==> src/rtl/timer_halt_ctrl_pkg.sv <==
// ============================================================================
// timer_halt_ctrl_pkg : debug-halt FSM state encodings and shared defaults
// Revision 1.0
// ============================================================================
`default_nettype none

package timer_halt_ctrl_pkg;

   // Encodings are shared with the debug register bank for status decode
   localparam logic [2:0] C_ST_IDLE   = 3'd0;
   localparam logic [2:0] C_ST_REQ    = 3'd1;
   localparam logic [2:0] C_ST_HALTED = 3'd2;
   localparam logic [2:0] C_ST_STEP   = 3'd3;
   localparam logic [2:0] C_ST_REL    = 3'd4;

   localparam int C_ACK_TIMEOUT_DEF = 16;
   localparam int C_TO_W_DEF        = 8;

   function automatic logic st_is_busy(input logic [2:0] st);
      return (st == C_ST_REQ) || (st == C_ST_STEP) || (st == C_ST_REL);
   endfunction

endpackage

`default_nettype wire

==> src/rtl/thc_timeout_cnt.sv <==
// ============================================================================
// thc_timeout_cnt : ack-wait counter with clear/enable and terminal-count flag
// Revision 1.0
// ============================================================================
`default_nettype none

module thc_timeout_cnt #(
   parameter int TO_W        = 8,
   parameter int ACK_TIMEOUT = 16
) (
   input  logic clk,
   input  logic rst,
   input  logic clr,
   input  logic en,
   output logic tc
);

   localparam logic [TO_W-1:0] C_TC_VAL = TO_W'(ACK_TIMEOUT - 1);

   logic [TO_W-1:0] r_cnt;

   always_ff @(posedge clk or posedge rst) begin
      if (rst) begin
         r_cnt <= '0;
      end else if (clr) begin
         r_cnt <= '0;
      end else if (en) begin
         r_cnt <= r_cnt + 1'b1;
      end
   end

   assign tc = (r_cnt == C_TC_VAL);

endmodule

`default_nettype wire

==> src/rtl/timer_halt_ctrl.sv <==
// ============================================================================
// timer_halt_ctrl : initiator side of the timer debug-halt handshake
// Revision 1.0
// ============================================================================
`default_nettype none

module timer_halt_ctrl
   import timer_halt_ctrl_pkg::*;
#(
   parameter int ACK_TIMEOUT = C_ACK_TIMEOUT_DEF,
   parameter int TO_W        = C_TO_W_DEF
) (
   input  logic clk,
   input  logic rst,
   input  logic dbg_mode,
   input  logic halt_cmd,
   input  logic resume_cmd,
   input  logic step_cmd,
   input  logic err_clr,
   input  logic halt_ack,
   input  logic cnt_en,
   output logic halt_req,
   output logic halted,
   output logic busy,
   output logic step_done,
   output logic timeout_err
);

   logic [2:0] r_state;
   logic [2:0] w_next;
   logic       r_stepping;
   logic       w_stepping_next;
   logic       w_set_err;
   logic       w_tc;

   // Counter sits at zero outside REQ, so every REQ entry starts a fresh wait
   thc_timeout_cnt #(
      .TO_W        (TO_W),
      .ACK_TIMEOUT (ACK_TIMEOUT)
   ) u_to_cnt (
      .clk (clk),
      .rst (rst),
      .clr (r_state != C_ST_REQ),
      .en  (r_state == C_ST_REQ),
      .tc  (w_tc)
   );

   always_comb begin
      w_next    = r_state;
      w_set_err = 1'b0;
      case (r_state)
         C_ST_IDLE: begin
            if (halt_cmd && dbg_mode) w_next = C_ST_REQ;
         end
         C_ST_REQ: begin
            if (!dbg_mode)       w_next = C_ST_IDLE;
            else if (halt_ack)   w_next = C_ST_HALTED;
            else if (resume_cmd) w_next = C_ST_REL;
            else if (w_tc) begin
               w_next    = C_ST_IDLE;
               w_set_err = 1'b1;
            end
         end
         C_ST_HALTED: begin
            if (resume_cmd)      w_next = C_ST_REL;
            else if (step_cmd)   w_next = C_ST_STEP;
            else if (!halt_ack)  w_next = C_ST_IDLE;
         end
         C_ST_STEP: begin
            if (!dbg_mode)       w_next = C_ST_IDLE;
            else if (resume_cmd) w_next = C_ST_REL;
            else if (cnt_en)     w_next = C_ST_REQ;
         end
         C_ST_REL: begin
            if (!halt_ack)       w_next = C_ST_IDLE;
         end
         default: w_next = C_ST_IDLE;
      endcase
   end

   // Marks a REQ phase that was entered by finishing a single step
   assign w_stepping_next = (w_next == C_ST_REQ) &&
                            ((r_state == C_ST_STEP) || ((r_state == C_ST_REQ) && r_stepping));

   always_ff @(posedge clk or posedge rst) begin
      if (rst) begin
         r_state     <= C_ST_IDLE;
         r_stepping  <= 1'b0;
         halt_req    <= 1'b0;
         halted      <= 1'b0;
         busy        <= 1'b0;
         step_done   <= 1'b0;
         timeout_err <= 1'b0;
      end else begin
         r_state    <= w_next;
         r_stepping <= w_stepping_next;
         halt_req   <= (w_next == C_ST_REQ) || (w_next == C_ST_HALTED);
         halted     <= (w_next == C_ST_HALTED);
         busy       <= st_is_busy(w_next);
         step_done  <= (w_next == C_ST_HALTED) && (r_state == C_ST_REQ) && r_stepping;
         if (w_set_err) begin
            timeout_err <= 1'b1;
         end else if (err_clr) begin
            timeout_err <= 1'b0;
         end
      end
   end

endmodule

`default_nettype wire
==> config.mk <==
export PLATFORM = sky130hd
export DESIGN_NAME = timer_halt_ctrl
export DESIGN_NICKNAME = d
export VERILOG_FILES = /design/src/rtl/timer_halt_ctrl_pkg.sv /design/src/rtl/thc_timeout_cnt.sv /design/src/rtl/timer_halt_ctrl.sv
export SDC_FILE = /design/constraint.sdc
export NUM_CORES = 1
export LEC_CHECK = 0
export ABC_AREA = 1
export CAP_MARGIN = 25
export CORE_MARGIN = 2
export CORE_UTILIZATION = 50
export CTS_CLUSTER_DIAMETER = 100
export DETAILED_ROUTE_END_ITERATION = 16
export GPL_ROUTABILITY_DRIVEN = 0
export PLACE_DENSITY = 0.75
export SLEW_MARGIN = 40
export SYNTH_ARGS = -nofsm -noshare
export SYNTH_HDL_FRONTEND = slang
export SYNTH_SLANG_ARGS = --single-unit
==> constraint.sdc <==
create_clock -name clk -period 2 [get_ports clk]
set_clock_uncertainty 0.15 [all_clocks]
set_input_delay 0.6 -clock clk [delete_from_list [all_inputs] [get_ports clk]]
set_output_delay 0.6 -clock clk [all_outputs]
set_load 0.05 [all_outputs]
# Yosys cells after proc, flatten, opt, wreduce, memory -nomap -nowiden
# Index checks and enable logic that the tools add are counted.
op_classes:
  mux: 21
  n_reduce_logical: 12
  n_eq_ne: 10
  addsub: 1
ops:
  columns: ["cell", "n"]
  rows:
  - ["$mux 3", 11]
  - ["$mux 8", 2]
  - ["$pmux 3 s5", 1]
  - ["$eq 3x2->1 const B", 4]
  - ["$add 8x1->8 const B", 1]
  - ["$eq 8x4->1 const B", 1]
  - ["$mux 1", 7]
  - ["$eq 3x1->1 const B", 2]
  - ["$eq 3x3->1 const B", 2]
  - ["$logic_and 1x1->1", 5]
  - ["$logic_or 1x1->1", 4]
  - ["$reduce_bool 2->1", 2]
  - ["$logic_not 3->1", 1]
  - ["$ne 3x1->1 const B", 1]
word_totals:
  reg_bits: 17
  wordCells: 52
  inputBits: 9
  output_inout_bits: 5

# Longest topological paths before layout
depth:
  word_depth: 9
  mapped_depth: 11
  ltp_nobuf: 11

# Modules after synthesis
# A second synthesis with hierarchy kept.
hier_totals:
  cells_unflattened: 129
  area_unflattened_um2: 945.9
modules_own_cells:
  columns: ["module", "instances", "seq_area_each_um2", "area_each_um2", "cells_per_inst"]
  rows:
  - ["timer_halt_ctrl", 1, 225.2, 499.2, 68]
  - ["thc_timeout_cnt", 1, 200.2, 446.7, 61]

# Worst setup path after synthesis
# Ideal clock, no wire load.
synth_path:
  path_type: "register -> register"
  startpoint: "reg u_to_cnt.r_cnt[0]"
  endpoint: "reg busy"
  setup_slack_ns: 0.571
  synth_period_minus_slack_ns: 1.429
  required_time_ns: 1.721
  setup_time_ns: 0.129
  t_arrival_ns: 1.150
  path_stages_with_launch: 9
  cell_sequence: "dfrtp_1 -> ha_1 -> nand3_2 -> nor2_1 -> nand2_1 -> nand3_2 -> nand3_2 -> inv_1 -> nand3_1"
synth_via:
  elab_chain_len: 9
  elab_cells_between_ends: 11
  cone_classes: "eq/ne (4); mux (5); reduce/logical (2)"
synth_lines:
  columns: ["item", "line", "source"]
  rows:
  - ["start: declaration", "thc_timeout_cnt.sv:20", "logic [TO_W-1:0] r_cnt;"]
  - ["start signal: assignment", "thc_timeout_cnt.sv:28", "r_cnt <= r_cnt + 1'b1;"]
  - ["$eq 8x4->1 *", "thc_timeout_cnt.sv:32", "assign tc = (r_cnt == C_TC_VAL);"]
  - ["$mux 3 *", "timer_halt_ctrl.sv:59", "else if (w_tc) begin"]
  - ["$mux 3 *", "timer_halt_ctrl.sv:58", "else if (resume_cmd) w_next = C_ST_REL;"]
  - ["$mux 3 *", "timer_halt_ctrl.sv:57", "else if (halt_ack) w_next = C_ST_HALTED;"]
  - ["$mux 3 *", "timer_halt_ctrl.sv:56", "if (!dbg_mode) w_next = C_ST_IDLE;"]
  - ["$pmux 3 s5 *", "timer_halt_ctrl.sv:51", "case (r_state)"]
  - ["net w_next[0]", "timer_halt_ctrl.sv:30", "logic [2:0] w_next;"]
  - ["$eq 3x1->1 or $eq 3x2->1 (tied branches)", "timer_halt_ctrl_pkg.sv:20", "return (st == C_ST_REQ) || (st == C_ST_STEP) || (st == C_ST_REL);"]
  - ["$logic_or 1x1->1", "timer_halt_ctrl_pkg.sv:20", null]
  - ["$logic_or 1x1->1 *", "timer_halt_ctrl_pkg.sv:20", null]
  - ["end signal: assignment", "timer_halt_ctrl.sv:99", "busy <= st_is_busy(w_next);"]
  - ["end: declaration", "timer_halt_ctrl.sv:24", "output logic busy,"]
# Mark *: on every way through the listed nets, which the timed path passes. The rest lies on a longest branch.
# A chain may end at the register's enable or synchronous reset.

# Worst setup path in the final report
layout_path:
  startpoint: "in resume_cmd"
  endpoint: "reg halt_req"
layout_via:
  elab_chain_len: 6
  elab_cells_between_ends: 10
  cone_classes: "eq/ne (2); mux (7); reduce/logical (1)"
layout_lines:
  columns: ["item", "line", "source"]
  rows:
  - ["start: declaration", "timer_halt_ctrl.sv:17", "input logic resume_cmd,"]
  - ["$mux 3", "timer_halt_ctrl.sv:58", null]
  - ["$mux 3", "timer_halt_ctrl.sv:57", null]
  - ["$mux 3", "timer_halt_ctrl.sv:56", null]
  - ["$pmux 3 s5 *", "timer_halt_ctrl.sv:51", null]
  - ["net w_next[1]", "timer_halt_ctrl.sv:30", null]
  - ["$eq 3x1->1 or $eq 3x2->1 (tied branches)", "timer_halt_ctrl.sv:97", "halt_req <= (w_next == C_ST_REQ) || (w_next == C_ST_HALTED);"]
  - ["$logic_or 1x1->1 *", "timer_halt_ctrl.sv:97", null]
  - ["end signal: assignment", "timer_halt_ctrl.sv:97", null]
  - ["end: declaration", "timer_halt_ctrl.sv:22", "output logic halt_req,"]
# Marks and branches as above.

==> results.json <==
{
  "leakage_uw": 0.000502,
  "endpoint": "halt_req$_DFF_PP0_",
  "fp.dieArea_sq_um": 2060,
  "fill_cells": 118,
  "yosys_warnings": 0,
  "cts_resized": 0,
  "regArea_sq_um": 425,
  "synth-seq-cells": 17,
  "numCtsBuffers": 3,
  "htreeDepth": 1,
  "overflow": 0,
  "rr_endpoint": "halt_req$_DFF_PP0_",
  "synthTopCellsByArea": "dfrtp_1, nor2_1, inv_1",
  "post_cts_buffers": 0,
  "antenna_cells": 0,
  "num_rows": 14,
  "floorplan.initialDensity_pct": 55.0,
  "antenna_found_initial": 0,
  "drc": 0,
  "ant_nets": 0,
  "fin_crit_ns": 1.71,
  "layout_common_cells": "dfrtp_1, nor2_1, inv_1, nand2_1, buf_4",
  "hold_buffers": 0,
  "worst_pin_slew_ns": 0.262,
  "viasPerCell": 5.01,
  "maxSlewHeadroom_pct": 82.5,
  "cts_tree": "yes",
  "first_global_vias": 663,
  "clk_pin_slew_ns": 0.10,
  "syn_nets": 111,
  "multi_input_area_sq_um": 360,
  "reg2reg_depth": 8,
  "io_pins": 14,
  "die_h_um": 45.4,
  "num_vias": 686,
  "r2r-start": "u_to_cnt.r_cnt[0]$_DFF_PP0_",
  "grt_usage_pct": 19.0,
  "max_freq_ghz": 0.586,
  "drv_cap": 0,
  "synth_seq_area_share_pct": 49.6,
  "chipWidth_um": 45.4,
  "final_util_pct": 66.9,
  "syn2layout_area_growth_pct": 21.8,
  "root_buffer": "clkbuf_4",
  "holdCritStartpoint": "u_to_cnt.r_cnt[0]$_DFF_PP0_",
  "worst_skew_pair.late_latency_ns": 0.29,
  "first_pass_iters": 4,
  "startpoint_type": "input port",
  "crit_required_ns": 2.05,
  "critPathCaptureType": "register",
  "crit_type": "in -> reg",
  "final_common_cell": "dfrtp_1",
  "nets": 132,
  "ir_worst_vdd_v": 0.000677,
  "power_density_nw_per_um2": 667,
  "grt_max_degree": 18,
  "port_buffers": 13,
  "synthDominantCellAreaShare_pct": 49.6,
  "path_max_fanout": 5,
  "arrival_ns": 1.75,
  "syn_area_sq_um": 857,
  "postSynthAreaPerCell_sq_um": 8.49,
  "cts_sinks": 17,
  "tns_ns": 0,
  "setup_viol": 0,
  "layout-drive-gt1-share_pct": 24.0,
  "synth.largest_area_cell": "dfrtp_1",
  "maxSlewViolCount": 0,
  "netlist_instances": 101,
  "reg2reg_slack_ns": 0.37,
  "dpl.hpwl_mm": 1.13,
  "rsz0062_at_grt": "false",
  "status": "finished, final reports clean",
  "hold_class": "reg -> reg",
  "yosysUniqueCellTypes": 20,
  "grt_pass1_wl_mm": 2.73,
  "post_drt_wl_per_cell_um": 11.2,
  "core_area_sq_um": 1560,
  "fin_crit_sh_pct": 85.3,
  "drtIter0Drc": 20,
  "finalHoldViolations": 0,
  "wirelength_mm": 1.54,
  "startpoint": "resume_cmd",
  "clockBufferDepth": 2
}
==> sequential cells by signal, summed over array words and instances (netlist names) <==
register	flops
r_state	3
halted	1
step_done	1
busy	1
u_to_cnt.r_cnt	8
halt_req	1
timeout_err	1
r_stepping	1
==> how the worst min path moves through the flow <==
stage	to	slack, ns	depth (start not counted)
after floorplan	u_to_cnt.r_cnt[0]$_DFF_PP0_	0.28	1
after global placement	u_to_cnt.r_cnt[0]$_DFF_PP0_	0.29	1
after detailed placement	u_to_cnt.r_cnt[0]$_DFF_PP0_	0.30	1
after CTS	u_to_cnt.r_cnt[0]$_DFF_PP0_	0.31	1
after global routing	u_to_cnt.r_cnt[0]$_DFF_PP0_	0.34	1
final	u_to_cnt.r_cnt[0]$_DFF_PP0_	0.31	1
==> cells in the mapped netlist, drive strengths merged <==
cell type   n
nor3        2
nand4       1
nand2      20
o211ai      1
a21oi       7
nor2       17
inv        16
o21ai       7
nand3       9
o31ai       1
ha          1
buf         1
a32oi       1
dfrtp      17
==> layout make-up <==
cell class              count  area share, %
multi-input cells          67           34.5
repair buffers             17           14.1
flip-flops and latches     17           40.8
clock inverters             1          0.719
inverters                  16           5.76
well taps                  16           1.92
clock buffers               3           2.16
==> kinds of logic (layout without fill, tap and decap cells) <==
group	Yosys count	in the layout	share of synthesized area (%)
flops	17	17	49.6
fa+ha+maj	1	1	1.46
simple gates	49	49	29.6
compound gates	17	17	10.9
buf+inv	17	37	8.32
==> per-stage QoR <==
step | instance area [sq um] | instances | total power [uW] | setup slack (ns) | hold WS [ns]
2_1_floorplan | 857 | 101 | 460 | 0.571 | 0.279
6_report | 1040 | 137 | 696 | 0.295 | 0.311
5_1_grt | 1040 | 137 | 736 | 0.173 | 0.339
3_5_place_dp | 1010 | 133 | 508 | 0.00534 | 0.298
3_3_place_gp | 1010 | 133 | 507 | 0.0286 | 0.290
4_1_cts | 1040 | 137 | 703 | 0.299 | 0.314
==> where the power goes <==
part           internal, uW  switching (uW)
Combinational          49.6            83.2
Clock                  76.1             118
Sequential              358            11.3
==> routing by layer <==
metal  up-vias  global-route usage, %  part of all wire, %
met4         0                   8.82                  2.0
met3         4                   5.95                  3.6
met5         -                      0                    0
met2        14                   30.1                   45
li1        367                      -                    -
met1       301                   23.5                   49
==> critical path, stage by stage <==
cell and delay [ns]:
clkdlybuf4s50_1 0.58, nor2_1 0.09, a32oi_1 0.27, nand2_2 0.10, nand2_2 0.07, nand2_1 0.05
Note: power is estimated with default switching activity, not from simulation.
